[src/rtl/sprite_reg_writer_pkg.sv]
// Shared definitions for the sprite register write path: opcodes, sprite word
// layout, default screen limits and the writer FSM states.
package sprite_pkg;

    typedef enum logic [1:0] {
        OP_NOP       = 2'b00,
        OP_SET       = 2'b01,
        OP_CLEAR     = 2'b10,
        OP_CLEAR_ALL = 2'b11
    } sprite_op_e;

    typedef enum logic [1:0] {
        ST_IDLE,
        ST_DRAIN,
        ST_SWEEP
    } wr_state_e;

    localparam logic [2:0]  STATUS_ACTIVE = 3'b001;

    localparam int unsigned STATUS_LSB = 29;
    localparam int unsigned X_MSB      = 28;
    localparam int unsigned X_LSB      = 19;
    localparam int unsigned Y_MSB      = 18;
    localparam int unsigned Y_LSB      = 9;
    localparam int unsigned OFF_MSB    = 8;
    localparam int unsigned OFF_LSB    = 0;

    localparam int unsigned X_MAX_DEFAULT = 640;
    localparam int unsigned Y_MAX_DEFAULT = 480;

    // Layout must match what the per-register comparators decode during scan-out.
    function automatic logic [31:0] sprite_word(input logic [9:0] x,
                                                input logic [9:0] y,
                                                input logic [8:0] offset);
        logic [31:0] w;
        w                     = '0;
        w[STATUS_LSB +: 3]    = STATUS_ACTIVE;
        w[X_MSB:X_LSB]        = x;
        w[Y_MSB:Y_LSB]        = y;
        w[OFF_MSB:OFF_LSB]    = offset;
        return w;
    endfunction

    function automatic wr_state_e state_for_op(input sprite_op_e op);
        return (op == OP_CLEAR_ALL) ? ST_SWEEP : ST_DRAIN;
    endfunction

endpackage

[src/rtl/sprite_reg_writer_if.sv]
// Command channel from the CPU/instruction side into the sprite register writer.
interface sprite_reg_writer_if #(
    parameter int unsigned ADDR_W = 5
);
    logic              cmd_valid;
    logic              cmd_ready;
    logic [1:0]        cmd_op;
    logic [ADDR_W-1:0] cmd_addr;
    logic [9:0]        cmd_x;
    logic [9:0]        cmd_y;
    logic [8:0]        cmd_offset;

    modport master (
        output cmd_valid, cmd_op, cmd_addr, cmd_x, cmd_y, cmd_offset,
        input  cmd_ready
    );

    modport slave (
        input  cmd_valid, cmd_op, cmd_addr, cmd_x, cmd_y, cmd_offset,
        output cmd_ready
    );
endinterface

[src/rtl/sprite_reg_writer_cmd_fifo.sv]
// Synchronous command FIFO; exposes the head entry plus the tag of the entry
// behind it so the writer can pick its next state on a pop.
module sprite_cmd_fifo #(
    parameter  int unsigned DEPTH = 4,
    parameter  int unsigned WIDTH = 39,
    parameter  int unsigned TAG_W = 2,
    localparam int unsigned PTR_W = $clog2(DEPTH),
    localparam int unsigned CNT_W = PTR_W + 1
) (
    input  logic             clk,
    input  logic             reset,
    input  logic             push,
    input  logic [WIDTH-1:0] push_data,
    input  logic             pop,
    output logic [WIDTH-1:0] head,
    output logic [TAG_W-1:0] next_tag,
    output logic [CNT_W-1:0] count
);
    logic [WIDTH-1:0] mem_q [DEPTH];
    logic [WIDTH-1:0] mem_d [DEPTH];
    logic [PTR_W-1:0] wr_ptr_q, wr_ptr_d;
    logic [PTR_W-1:0] rd_ptr_q, rd_ptr_d;
    logic [PTR_W-1:0] nxt_ptr;
    logic [CNT_W-1:0] count_q, count_d;

    always_comb begin
        mem_d    = mem_q;
        wr_ptr_d = wr_ptr_q;
        rd_ptr_d = rd_ptr_q;
        count_d  = count_q;
        if (push) begin
            mem_d[wr_ptr_q] = push_data;
            wr_ptr_d        = wr_ptr_q + PTR_W'(1);
        end
        if (pop) begin
            rd_ptr_d = rd_ptr_q + PTR_W'(1);
        end
        unique case ({push, pop})
            2'b10:   count_d = count_q + CNT_W'(1);
            2'b01:   count_d = count_q - CNT_W'(1);
            default: count_d = count_q;
        endcase
    end

    always_ff @(posedge clk) begin
        if (reset) begin
            mem_q    <= '{default: '0};
            wr_ptr_q <= '0;
            rd_ptr_q <= '0;
            count_q  <= '0;
        end else begin
            mem_q    <= mem_d;
            wr_ptr_q <= wr_ptr_d;
            rd_ptr_q <= rd_ptr_d;
            count_q  <= count_d;
        end
    end

    assign nxt_ptr  = rd_ptr_q + PTR_W'(1);
    assign head     = mem_q[rd_ptr_q];
    assign next_tag = mem_q[nxt_ptr][WIDTH-1 -: TAG_W];
    assign count    = count_q;

endmodule

[src/rtl/sprite_reg_writer.sv]
// Sprite register bank write controller: buffers CPU sprite commands and drains
// them as formatted register words while the bank's write window is open.
module sprite_reg_writer
    import sprite_pkg::*;
#(
    parameter int unsigned SIZE_REG   = 32,
    parameter int unsigned NUM_REGS   = 32,
    parameter int unsigned ADDR_W     = 5,
    parameter int unsigned FIFO_DEPTH = 4,
    parameter int unsigned X_MAX      = X_MAX_DEFAULT,
    parameter int unsigned Y_MAX      = Y_MAX_DEFAULT
) (
    input  logic                clk,
    input  logic                reset,
    sprite_reg_writer_if.slave  cmd,
    input  logic                write_window,
    output logic                wr_en,
    output logic [ADDR_W-1:0]   wr_addr,
    output logic [SIZE_REG-1:0] wr_data,
    output logic                busy,
    output logic                cmd_err
);
    localparam int unsigned ENTRY_W = 2 + ADDR_W + SIZE_REG;
    localparam int unsigned CNT_W   = $clog2(FIFO_DEPTH) + 1;

    typedef struct packed {
        sprite_op_e          op;
        logic [ADDR_W-1:0]   addr;
        logic [SIZE_REG-1:0] word;
    } entry_t;

    entry_t           push_entry, head;
    logic [1:0]       next_tag;
    logic [CNT_W-1:0] count;
    logic             ready, accept, range_bad, push, pop;
    sprite_op_e       op_in;
    sprite_op_e       new_head_op;
    logic             new_head_valid;

    wr_state_e         state_q, state_d;
    logic [ADDR_W-1:0] sweep_q, sweep_d;
    logic              cmd_err_q, cmd_err_d;

    always_comb begin
        op_in     = sprite_op_e'(cmd.cmd_op);
        ready     = (count < CNT_W'(FIFO_DEPTH));
        range_bad = (32'(cmd.cmd_x) >= X_MAX) || (32'(cmd.cmd_y) >= Y_MAX);
        accept    = cmd.cmd_valid && ready;
        push      = accept && (op_in != OP_NOP) && !((op_in == OP_SET) && range_bad);
        cmd_err_d = accept && (op_in == OP_SET) && range_bad;

        push_entry.op   = op_in;
        push_entry.addr = cmd.cmd_addr;
        push_entry.word = (op_in == OP_SET)
                        ? SIZE_REG'(sprite_word(cmd.cmd_x, cmd.cmd_y, cmd.cmd_offset))
                        : '0;
    end

    assign cmd.cmd_ready = ready;

    always_comb begin
        sweep_d = sweep_q;
        wr_en   = 1'b0;
        wr_addr = '0;
        wr_data = '0;
        pop     = 1'b0;
        unique case (state_q)
            ST_IDLE: ;
            ST_DRAIN: begin
                wr_en   = write_window;
                wr_addr = head.addr;
                wr_data = head.word;
                pop     = write_window;
            end
            ST_SWEEP: begin
                wr_en   = write_window;
                wr_addr = sweep_q;
                if (write_window) begin
                    if (sweep_q == ADDR_W'(NUM_REGS - 1)) begin
                        pop     = 1'b1;
                        sweep_d = '0;
                    end else begin
                        sweep_d = sweep_q + ADDR_W'(1);
                    end
                end
            end
            default: ;
        endcase
        // Registered state may still be active while reset is asserted; suppress the strobe.
        if (reset) begin
            wr_en = 1'b0;
            pop   = 1'b0;
        end

        // Next state follows whichever entry will sit at the FIFO head after this edge.
        if (count == '0) begin
            new_head_valid = push;
            new_head_op    = push_entry.op;
        end else if (!pop) begin
            new_head_valid = 1'b1;
            new_head_op    = head.op;
        end else if (count > CNT_W'(1)) begin
            new_head_valid = 1'b1;
            new_head_op    = sprite_op_e'(next_tag);
        end else begin
            new_head_valid = push;
            new_head_op    = push_entry.op;
        end
        state_d = new_head_valid ? state_for_op(new_head_op) : ST_IDLE;
    end

    always_ff @(posedge clk) begin
        if (reset) begin
            state_q   <= ST_IDLE;
            sweep_q   <= '0;
            cmd_err_q <= 1'b0;
        end else begin
            state_q   <= state_d;
            sweep_q   <= sweep_d;
            cmd_err_q <= cmd_err_d;
        end
    end

    assign busy    = (count != '0);
    assign cmd_err = cmd_err_q;

    sprite_cmd_fifo #(
        .DEPTH (FIFO_DEPTH),
        .WIDTH (ENTRY_W),
        .TAG_W (2)
    ) u_fifo (
        .clk       (clk),
        .reset     (reset),
        .push      (push),
        .push_data (push_entry),
        .pop       (pop),
        .head      (head),
        .next_tag  (next_tag),
        .count     (count)
    );

endmodule

[src/flat_wrapper.sv]
// flat-port wrapper written by rule: the top's interface ports become plain ports
module sprite_reg_writer_flat import sprite_pkg::*;
#(
    parameter int unsigned SIZE_REG   = 32,
    parameter int unsigned NUM_REGS   = 32,
    parameter int unsigned ADDR_W     = 5,
    parameter int unsigned FIFO_DEPTH = 4,
    parameter int unsigned X_MAX      = X_MAX_DEFAULT,
    parameter int unsigned Y_MAX      = Y_MAX_DEFAULT
)
  (clk, reset, write_window, wr_en, wr_addr, wr_data, busy, cmd_err, cmd_cmd_valid, cmd_cmd_op, cmd_cmd_addr, cmd_cmd_x, cmd_cmd_y, cmd_cmd_offset, cmd_cmd_ready);
  sprite_reg_writer_if #(.ADDR_W(ADDR_W)) cmd_i ();
  input  logic clk;
  input  logic reset;
  input  logic write_window;
  output logic wr_en;
  output logic [ADDR_W-1:0] wr_addr;
  output logic [SIZE_REG-1:0] wr_data;
  output logic busy;
  output logic cmd_err;
  input wire logic [$bits(cmd_i.cmd_valid)-1:0] cmd_cmd_valid;
  input wire logic [$bits(cmd_i.cmd_op)-1:0] cmd_cmd_op;
  input wire logic [$bits(cmd_i.cmd_addr)-1:0] cmd_cmd_addr;
  input wire logic [$bits(cmd_i.cmd_x)-1:0] cmd_cmd_x;
  input wire logic [$bits(cmd_i.cmd_y)-1:0] cmd_cmd_y;
  input wire logic [$bits(cmd_i.cmd_offset)-1:0] cmd_cmd_offset;
  output wire logic [$bits(cmd_i.cmd_ready)-1:0] cmd_cmd_ready;
  assign cmd_i.cmd_valid = cmd_cmd_valid;
  assign cmd_i.cmd_op = cmd_cmd_op;
  assign cmd_i.cmd_addr = cmd_cmd_addr;
  assign cmd_i.cmd_x = cmd_cmd_x;
  assign cmd_i.cmd_y = cmd_cmd_y;
  assign cmd_i.cmd_offset = cmd_cmd_offset;
  assign cmd_cmd_ready = cmd_i.cmd_ready;
  sprite_reg_writer #(.SIZE_REG(SIZE_REG), .NUM_REGS(NUM_REGS), .ADDR_W(ADDR_W), .FIFO_DEPTH(FIFO_DEPTH), .X_MAX(X_MAX), .Y_MAX(Y_MAX)) u_core (.clk(clk), .reset(reset), .cmd(cmd_i), .write_window(write_window), .wr_en(wr_en), .wr_addr(wr_addr), .wr_data(wr_data), .busy(busy), .cmd_err(cmd_err));
endmodule
[config.mk]
export PLATFORM = sky130hd
export DESIGN_NAME = sprite_reg_writer_flat
export DESIGN_NICKNAME = d
export VERILOG_FILES = /design/src/rtl/sprite_reg_writer_pkg.sv /design/src/rtl/sprite_reg_writer_if.sv /design/src/rtl/sprite_reg_writer_cmd_fifo.sv /design/src/rtl/sprite_reg_writer.sv /design/src/flat_wrapper.sv
export SDC_FILE = /design/constraint.sdc
export NUM_CORES = 1
export LEC_CHECK = 0
export ABC_AREA = 1
export CAP_MARGIN = 25
export CORE_ASPECT_RATIO = 0.7
export CORE_MARGIN = 4
export CORE_UTILIZATION = 40
export CTS_CLUSTER_DIAMETER = 40
export DETAILED_ROUTE_END_ITERATION = 12
export PLACE_DENSITY_LB_ADDON = 0.3
export SYNTH_ARGS = -nofsm -noshare
export SYNTH_HDL_FRONTEND = slang
export SYNTH_SLANG_ARGS = --single-unit
[constraint.sdc]
create_clock -name clk -period 2.5 [get_ports clk]
set_input_delay 0.5 -clock clk [delete_from_list [all_inputs] [get_ports clk]]
set_output_delay 0.5 -clock clk [all_outputs]
set_load 0.005 [all_outputs]
==> run_results.csv, run 1 <==
group,metric,value,unit
synth,ys_types,22,
global_routing,grt_use_total,19.82,%
timing,fmax,423.2,MHz
die,initial_core_util,40.69,%
worst_setup_path,r2r_end,"u_core.u_fifo.count[2]",
detailed_routing,drt_iter0_drc,643,
final_layout,final_layout_size_suffix_gt1_share,6.383,%
clock_network,clock_sinks,163,
worst_setup_path,path_cells,"inv_1, ha_2, nor3b_2, clkdlybuf4s50_1",
die,die_area,23480,um^2
pwr,p_per_area,618.7,nW/um^2
detailed_routing,dr.pass1.iters,5,
detailed_routing,wl,23070,um
global_routing,grt_antenna_before_repair,0,
synth,ys_seq_area_share,38.74,%
synth,yosys_warnings,0,
detailed_routing,viasPerCell,4.728,
die,die_h,129.4,um
synth,synth_top_area_cell,"dfxtp_1",
final_layout,final_util,49.72,%
worst_hold_path,holdPathStages,2,
pwr,power_frac_comb,15.4,%
worst_setup_path,critPathTopFamily,"buffers and inverters",
worst_hold_path,hp-start,"u_core.u_fifo.mem_q[57]",
global_routing,grt_max_degree,51,
placement,numPortBuffers,78,
worst_setup_path,cp_data_required_time,2000,ps
worst_setup_path,timing_worst_setup_path_type,"register to primary output",
pwr,vdd_ir_drop_max,0.5050,mV
clock_network,cts.path.max_buffers,2,
worst_setup_path,r2r-start,"u_core.sweep_q[0]",
global_routing,grt_pass1_vias,7380,
run,drv_cap,0,
timing,rsz0062_at_grt,"no",
final_layout,layout_commonest_cell,"nand2_1",
final_layout,fin_area,10290,um^2
pwr,internal-power,4.506,mW
clock_network,clk_latency,430,ps
worst_setup_path,critical-path-max-stage-delay,530,ps
final_layout,mostFrequentLayoutCells,"361 x nand2_1, 280 x nor2_1, 225 x inv_1",
clock_network,clk_pin_slew,70,ps
synth,ys_ff_latch,163,
global_routing,grt_pass1_wl,38120,um
run_status,status,"finished clean",
synth,synthTopCellsByArea,"dfxtp_1 39%, nand2_1 16%, nor2_1 12%",
timing,setup_viol,0,
clock_network,cts_made_buffers,17,
timing,setup_ws,137.2,ps
worst_setup_path,path_max_fanout,8,
worst_setup_path,critical_path_buf_inv_count,2,
worst_setup_path,arrival,1860,ps
worst_setup_path,worstSetupStartpointType,"register",
worst_setup_path,slowest_stage,"clkdlybuf4s50_1",
timing,hold_ws,440.2,ps
synth,syn_inst,1391,
clock_network,postCtsSetupBuffers,0,
worst_setup_path,reg2reg_depth,13,
pwr,p_switching,1.861,mW
placement,gpl.final_weighted_congestion,0.7861,
global_routing,grt.overflow.total,0,
die,core_area,20700,um^2
placement,dp_hpwl,14580,um
timing,hold_viol_final,0,
detailed_routing,routedWlPerCell,13.31,um
timing,drv_slew,0,
placement,placed_area,9664,um^2
die,rows,44,
timing,clock_skew,6.379,ps
placement,place_ws,97.70,ps
worst_hold_path,hold-path-endpoint,"u_core.u_fifo.mem_q[57]",
detailed_routing,route.detailed.drc,0,
clock_network,htree_levels,4,
worst_setup_path,end_kind,"primary output",
synth,synth_top_area_share,38.74,%
final_layout,fill_cells,2171,
synth,syn_area_per_cell,6.055,um^2
synth,syn_area,8423,um^2
pwr,sw_frac_of_total,29.23,%
clock_network,cts_tree,"yes",
die,io_pins,81,
pwr,clockPowerShare,40.8,%
pwr,seq_power_share,43.8,%
pwr,p_leak,5.483,nW
worst_setup_path,regToRegSetupSlack,360,ps
detailed_routing,vias,8194,
final_layout,nets,1497,
worst_setup_path,crit_cells,4,
final_layout,antennaDiodeCount,0,
detailed_routing,ant_nets,0,
timing,final.min_clock_period,2363,ps
die,die_w,181.4,um
final_layout,syn_to_final_growth,22.18,%
timing,final.period_utilization,94.51,%
clock_network,hold_buffers,0,
worst_hold_path,holdCritPathClass,"register to register",
clock_network,clockRootBuffer,"clkbuf_16",
==> cell type report <==
class                           count  area, um^2  share of cell area (%)
Inverter                          230       870.8                   8.462
Tap cell                          276       345.3                   3.356
Timing Repair Buffer              119        1245                   12.10
Clock buffer                       17       425.4                   4.134
Clock inverter                     15       147.6                   1.435
Multi-Input combinational cell    913        3989                   38.76
Sequential cell                   163        3268                   31.76
==> Yosys cell counts (all sizes together) <==
library cell  instances
a21oi               110
nand3                17
o21ai                82
clkinv                1
ha                   13
buf                  43
nor3                  4
clkbuf               43
nor2                281
xor2                  3
nand2               362
inv                 229
nand4                38
nor3b                 1
dfxtp               163
conb                  1
==> per-layer routing <==
metal  vias to the layer above  GRT usage [%]  share of wire (%)  wire length [um]
met5                         -              0                  0                 0
met4                         0          4.146               0.82               189
met3                        12          4.461                6.1              1413
met2                       224          30.99                 43              9904
met1                      3657          28.33                 50             11560
li1                       4301              -                  -                 -
==> how the worst max path moves through the flow <==
stage,from,end
after floorplan,cmd_cmd_x[7],u_core.u_fifo.count[2]
after global placement,cmd_cmd_x[7],u_core.u_fifo.count[2]
after detailed placement,cmd_cmd_y[7],u_core.u_fifo.mem_q[2]
after CTS,u_core.u_fifo.rd_ptr_q[1],wr_data[20]
after global routing,u_core.u_fifo.rd_ptr_q[0],wr_data[13]
final,u_core.state_q[0],wr_en
==> registers in the layout (all words and copies together), names as in the netlist <==
| register | cells |
|---|---|
| u_core.cmd_err | 1 |
| u_core.state_q | 2 |
| u_core.sweep_q | 5 |
| u_core.u_fifo.wr_ptr_q | 2 |
| u_core.u_fifo.rd_ptr_q | 2 |
| u_core.u_fifo.mem_q | 148 |
| u_core.u_fifo.count | 3 |
==> metrics by stage <==
step | instances | setup TNS (ps) | total power [mW]
floorplan | 1392 | 0 | 3.443
CTS | 1733 | -177.7 | 6.416
detailed placement | 1701 | 0 | 3.816
global route | 1733 | 0 | 6.681
finish | 1733 | 0 | 6.367
global placement | 1701 | 0 | 3.800
==> timing repair <==
action	CTS	global route
pin swaps	13	6
cloned	0	0
gates resized for setup	34	20
endpoints found under the setup margin	36	17
==> worst register-to-register path: stages (launching register included) <==
cell and delay (ps):
dfxtp_1 400, ha_1 190, inv_1 50, nor3_1 150, ha_1 200, nand3_1 120, nand2_1 80, nand2_1 100
inv_1 70, ha_1 200, inv_1 50, o21ai_0 250, o21ai_1 100, a21oi_1 130
==> power groups by stage <==
| stage | Combinational (mW) | Sequential [mW] | Clock, mW |
|---|---|---|---|
| CTS | 0.979 | 2.79 | 2.65 |
| floorplan | 0.613 | 2.83 | 0 |
| finish | 0.983 | 2.79 | 2.60 |
| detailed placement | 0.972 | 2.84 | 0 |
| global placement | 0.960 | 2.84 | 0 |
| global route | 1.12 | 2.80 | 2.76 |
==> logic make-up after synthesis <==
| kind of cell | count (synthesis) | share of synthesized area [%] |
|---|---|---|
| AO/OA/AOI/OAI | 192 | 11.45 |
| XOR/XNOR | 3 | 0.3120 |
| adder cells (fa/ha/maj) | 13 | 1.931 |
| buffers and inverters | 316 | 14.59 |
| flip-flops | 163 | 38.74 |
| other | 1 | 0.04452 |
| AND/OR/NAND/NOR | 703 | 32.93 |
(Power assumes the default switching activity.)
==> run 2, diff against run 1 <==
Settings changed: CORE_UTILIZATION 40 to 50.
Clock period 2.5 ns to 2.35 ns, I/O delays scaled along.
==> run_results.csv, run 2 (synthesis results as in run 1) <==
group,metric,value,unit
run_status,status,"finished clean",
detailed_routing,drt_iter0_drc,712,
timing,setup_viol,0,
timing,worstMarginPinSlew,562.2,ps
detailed_routing,vias,8235,
detailed_routing,met3_length,1488,um
final_layout,fin_area,10250,um^2
die,core_area,16400,um^2
detailed_routing,dr.max_layer_used,"met4",
clock_network,clockRootBuffer,"clkbuf_16",
final_layout,nets,1500,
global_routing,grt_pass1_vias,7227,
worst_setup_path,regToRegSetupSlack,220,ps
worst_setup_path,path_max_fanout,28,
timing,clock_skew,7.905,ps
die,die_area,19020,um^2
timing,drv_slew,0,
detailed_routing,routedWlPerCell,13.30,um
clock_network,clock_sinks,163,
detailed_routing,dr.pass1.iters,5,
detailed_routing,wl,22410,um
final_layout,layout_commonest_cell,"nand2_1",
timing,final.min_clock_period,2273,ps
detailed_routing,ant_nets,0,
final_layout,final_util,62.55,%
timing,rsz0062_at_grt,"yes",
timing,hold_viol_final,0,
pwr,p_per_area,660.2,nW/um^2
worst_setup_path,end_kind,"primary output",
pwr,p_leak,5.340,nW
pwr,sw_frac_of_total,28.47,%
pwr,internal-power,4.843,mW
clock_network,cts.path.max_buffers,2,
clock_network,clk_pin_slew,70,ps
worst_setup_path,arrival,1800,ps
worst_setup_path,worstSetupStartpointType,"register",
die,rows,39,
final_layout,regMostFlops,"u_core.u_fifo.mem_q",
pwr,total_power,6.770,mW
pwr,seq_power_share,43.8,%
final_layout,syn_to_final_growth,21.75,%
worst_setup_path,timing_worst_setup_path_type,"register to primary output",
die,initial_core_util,51.37,%
clock_network,hold_buffers,0,
clock_network,cts_made_buffers,17,
placement,numPortBuffers,78,
worst_setup_path,r2r_end,"u_core.u_fifo.count[2]",
worst_hold_path,holdCritPathClass,"register to register",
placement,gpl.final_weighted_congestion,0.8205,
run,drv_cap,0,
worst_setup_path,reg2reg_depth,13,
pwr,clockPowerShare,40.6,%
worst_setup_path,r2r-start,"u_core.sweep_q[0]",
die,die_h,116.6,um
worst_setup_path,cp_data_required_time,1880,ps
detailed_routing,wl_met1,11090,um
global_routing,grt.overflow.total,0,
clock_network,htree_levels,4,
final_layout,largest_register_ffs,148,
pwr,vdd_ir_drop_max,0.4793,mV
worst_hold_path,hp-start,"u_core.u_fifo.mem_q[96]",
clock_network,clk_latency,420,ps
final_layout,antennaDiodeCount,0,
worst_hold_path,holdPathStages,2,
placement,placed_area,9673,um^2
pwr,p_switching,1.928,mW
final_layout,final_layout_size_suffix_gt1_share,7.123,%
die,die_w,163.1,um
worst_hold_path,hold-path-endpoint,"u_core.u_fifo.mem_q[96]",
clock_network,postCtsSetupBuffers,0,
global_routing,grt_max_degree,48,
die,io_pins,81,
placement,dp_hpwl,14040,um
global_routing,grt_pass1_wl,36360,um
detailed_routing,route.detailed.drc,0,
global_routing,grt_antenna_before_repair,0,
detailed_routing,viasPerCell,4.887,
detailed_routing,wl_met2,9617,um
clock_network,cts_tree,"yes",
timing,slew_headroom,62.52,%
global_routing,grt_use_total,23.67,%
final_layout,mostFrequentLayoutCells,"361 x nand2_1, 280 x nor2_1, 225 x inv_1",
timing,final.period_utilization,96.72,%
timing,fmax,440.0,MHz
pwr,power_frac_comb,15.6,%
[run 2: changes by cell type in the layout (fill, tap and decap cells not counted), sizes merged]
cell | previous run | this run
clkdlybuf4s50 | 43 | 42
clkbuf | 17 | 24
dlymetal6s2s | 12 | 0
dlygate4sd2 | 22 | 28
buf | 41 | 44
clkdlybuf4s15 | 1 | 3
clkinv | 6 | 9
inv | 237 | 232
[run 2: worst max-delay path, stage by stage, from the launching register on]
cell and delay [ps]:
dfxtp_4 410, inv_6 90, buf_12 170, a21oi_1 110, o21ai_0 90, a21oi_1 230, dlygate4sd2_1 270
[run 2: layout make-up]
| class | instances | area (um^2) |
|---|---|---|
| tap | 225 | 281.5 |
| clock buffer | 19 | 452.9 |
| timing repair buffer | 122 | 1262 |
| multi-input combinational | 913 | 3988 |
| sequential | 163 | 3272 |
| inverter | 230 | 870.8 |
| clock inverter | 13 | 127.6 |
| fill | 1492 | 6141 |
[run 2: how the worst max path moves through the flow]
stage | cells after the start | slack, ps | endpoint | startpoint
finish | 6 | 80 | wr_data[21] | u_core.u_fifo.rd_ptr_q[0]
global route | 14 | -40 | u_core.u_fifo.count[2] | u_core.sweep_q[0]
CTS | 6 | 7 | wr_data[27] | u_core.u_fifo.rd_ptr_q[0]
detailed placement | 10 | -40 | u_core.u_fifo.count[2] | cmd_cmd_x[8]
global placement | 12 | 50 | u_core.u_fifo.count[2] | cmd_cmd_y[5]
floorplan | 10 | 280 | u_core.u_fifo.count[2] | cmd_cmd_x[7]
[run 2: per-layer routing]
metal	global-route usage (%)	vias up
li1	-	4297
met1	35.07	3656
met2	36.52	262
met4	5.419	0
met3	3.704	20
met5	0	-
[run 2: power by group through the flow]
| stage | registers (mW) | clock network (mW) | logic [mW] |
|---|---|---|---|
| after CTS | 2.96 | 2.77 | 1.04 |
| after floorplan | 3.01 | 0 | 0.652 |
| after detailed placement | 3.03 | 0 | 1.04 |
| after global placement | 3.02 | 0 | 1.03 |
| final | 2.97 | 2.75 | 1.05 |
| after global routing | 2.98 | 2.89 | 1.19 |
[run 2: what timing repair did]
action,in CTS,in global routing
endpoints found under the setup margin,36,16
hold endpoints to repair,0,0
pin swaps,14,8
resized for setup,49,22
[run 2: metrics by stage]
step	instances	worst slack (ps)	setup TNS (ps)	hold slack (ps)
6_report	1685	77.17	0	441.3
5_1_grt	1685	-36.12	-36.12	457.3
4_1_cts	1685	7.401	0	439.2
3_5_place_dp	1653	-36.04	-36.04	428.4
3_3_place_gp	1653	54.65	0	424.1
2_1_floorplan	1392	278.2	0	414.4
==> run 3, diff against run 2 <==
Settings changed: GPL_TIMING_DRIVEN set to 0.
==> run_results.csv, run 3 (synthesis results as in run 1) <==
group,metric,value,unit
global_routing,grtUsageMet2,44.86,%
detailed_routing,viasPerCell,5.148,
worst_setup_path,path_cells,"clkinvlp_4, buf_4, buf_6, buf_4, a21oi_1, o21ai_1, nand2_1, nand2_1, a21oi_2, buf_2",
final_layout,final_util,63.86,%
clock_network,clockRootBuffer,"clkbuf_16",
global_routing,grt_antenna_before_repair,0,
placement,dp.cells,1695,
die,rows,39,
die,initial_core_util,51.37,%
pwr,p_per_area,675.6,nW/um^2
worst_setup_path,end_kind,"primary output",
final_layout,syn_to_final_growth,24.30,%
final_layout,final_layout_size_suffix_gt1_share,10.19,%
final_layout,antennaDiodeCount,0,
clock_network,clock_sinks,163,
clock_network,hold_buffers,0,
detailed_routing,drt_iter0_drc,1221,
worst_setup_path,worstSetupStartpointType,"register",
worst_setup_path,critical-path-max-stage-delay,370,ps
worst_setup_path,path_max_fanout,6,
worst_hold_path,hp-start,"u_core.u_fifo.mem_q[57]",
detailed_routing,dr.pass1.iters,6,
die,die_h,116.6,um
global_routing,grt.busiest_layer,"met2",
timing,hold_ws,443.3,ps
worst_setup_path,slowest_stage,"dfxtp_4",
worst_setup_path,r2r_end,"u_core.u_fifo.count[2]",
timing,setup_ws,-68.31,ps
final_layout,fill_cells,1516,
worst_setup_path,r2r-start,"u_core.sweep_q[0]",
timing,hold_viol_final,0,
detailed_routing,routedWlPerCell,15.98,um
pwr,vdd_ir_drop_max,0.4599,mV
final_layout,mostFrequentLayoutCells,"361 x nand2_1, 280 x nor2_1, 224 x inv_1",
timing,worstMarginPinSlew,725.1,ps
clock_network,cts_made_buffers,17,
timing,drv_slew,0,
detailed_routing,vias,8942,
timing,rsz0062_at_grt,"yes",
final_layout,layout_commonest_cell,"nand2_1",
run_status,status,"complete, but fails checks",
final_layout,instances_no_fill,1737,
worst_setup_path,reg2reg_depth,13,
final_layout,largest_register_ffs,148,
placement,placed_area,9489,um^2
timing,final.min_clock_period,2418,ps
worst_hold_path,hold-path-endpoint,"u_core.u_fifo.mem_q[57]",
clock_network,htree_levels,4,
worst_hold_path,holdCritPathClass,"register to register",
global_routing,grt_pass1_vias,8317,
timing,slew_headroom,51.66,%
clock_network,cts.path.max_buffers,2,
final_layout,fin_area,10470,um^2
worst_hold_path,holdPathStages,2,
placement,dp_hpwl,17830,um
placement,place_ws,-758.5,ps
global_routing,grt.overflow.total,0,
clock_network,clk_pin_slew,60,ps
die,core_area,16400,um^2
timing,final.period_utilization,102.9,%
timing,clock_skew,8.277,ps
worst_setup_path,crit_cells,10,
global_routing,grt_max_degree,17,
clock_network,cts_tree,"yes",
placement,numPortBuffers,78,
global_routing,grt_use_total,29.14,%
worst_setup_path,cp_data_required_time,1880,ps
die,io_pins,81,
timing,setup_viol,3,
pwr,p_leak,5.438,nW
final_layout,nets,1553,
detailed_routing,wl,27750,um
final_layout,regMostFlops,"u_core.u_fifo.mem_q",
detailed_routing,route.detailed.drc,0,
worst_setup_path,regToRegSetupSlack,200,ps
placement,gpl.final_weighted_congestion,0.9040,
run,drv_cap,0,
global_routing,met1_usage,38.64,%
worst_setup_path,arrival,1950,ps
global_routing,use_met3,7.972,%
clock_network,clk_latency,440,ps
global_routing,grt_pass1_wl,43130,um
die,die_w,163.1,um
worst_setup_path,critical_path_buf_inv_count,5,
detailed_routing,ant_nets,0,
run_status,violations,"negative setup slack",
die,die_area,19020,um^2
timing,fmax,413.5,MHz
worst_setup_path,timing_worst_setup_path_type,"register to primary output",
worst_setup_path,critPathTopFamily,"buffers and inverters",
[run 3: cell count changes in the layout (fill, tap and decap cells not counted), moves of 15 or more]
| cell | before | now |
|---|---|---|
| buf_2 | 0 | 38 |
| clkbuf_1 | 0 | 23 |
| dlygate4sd2_1 | 28 | 9 |
| buf_12 | 16 | 0 |
| o21ai_0 | 80 | 64 |
| o21ai_1 | 2 | 17 |
[run 3: layer usage]
metal / vias up / wire length (um)
met5: - / 0
met4: 0 / 1055
met3: 102 / 3397
met2: 484 / 11800
met1: 3948 / 11500
li1: 4408 / -
[run 3: final cells by class]
class	instances	area, um^2	area share (%)
sequential	163	3271	31.24
buffer	83	538.0	5.139
clock buffer	22	464.2	4.434
clock inverter	9	153.9	1.470
tap	225	281.5	2.689
multi-input combinational	913	4056	38.74
inverter	230	872.1	8.329
timing repair buffer	92	833.3	7.959
[run 3: where the power goes]
group | total, mW | internal, mW | leakage, nW | switching [mW]
clock | 2.98 | 1.83 | 0.296 | 1.16
sequential | 2.97 | 2.90 | 1.33 | 0.0666
combinational | 1.12 | 0.388 | 3.82 | 0.731
total | 7.07 | 5.12 | 5.44 | 1.95
[run 3: worst max-delay path by stage]
stage	from	end	slack, ps
floorplan	cmd_cmd_x[7]	u_core.u_fifo.count[2]	280
global placement	cmd_cmd_y[7]	u_core.u_fifo.count[2]	-710
detailed placement	cmd_cmd_y[7]	u_core.u_fifo.count[2]	-760
CTS	u_core.u_fifo.rd_ptr_q[1]	wr_data[18]	-250
global route	u_core.u_fifo.rd_ptr_q[1]	wr_addr[1]	-160
finish	u_core.u_fifo.rd_ptr_q[1]	wr_addr[1]	-70
[run 3: per-stage QoR]
stage	total power [mW]	TNS [ps]
after global routing	7.332	-414.3
after floorplan	3.662	0
final	7.073	-168.3
after detailed placement	4.051	-45920
after CTS	7.032	-1323
after global placement	4.031	-42570
[run 3: tightest hold or removal path: stages, from the launching register on]
cell and delay, ps:
dfxtp_1 310, nand2_1 60, nor2_1 30
[run 3: what timing repair did]
item                                    in CTS  in global routing
setup buffers                               10                  3
cloned                                       1                  1
gates resized for setup                    146                 75
pin swaps                                   16                 24
endpoints found under the setup margin      39                 65
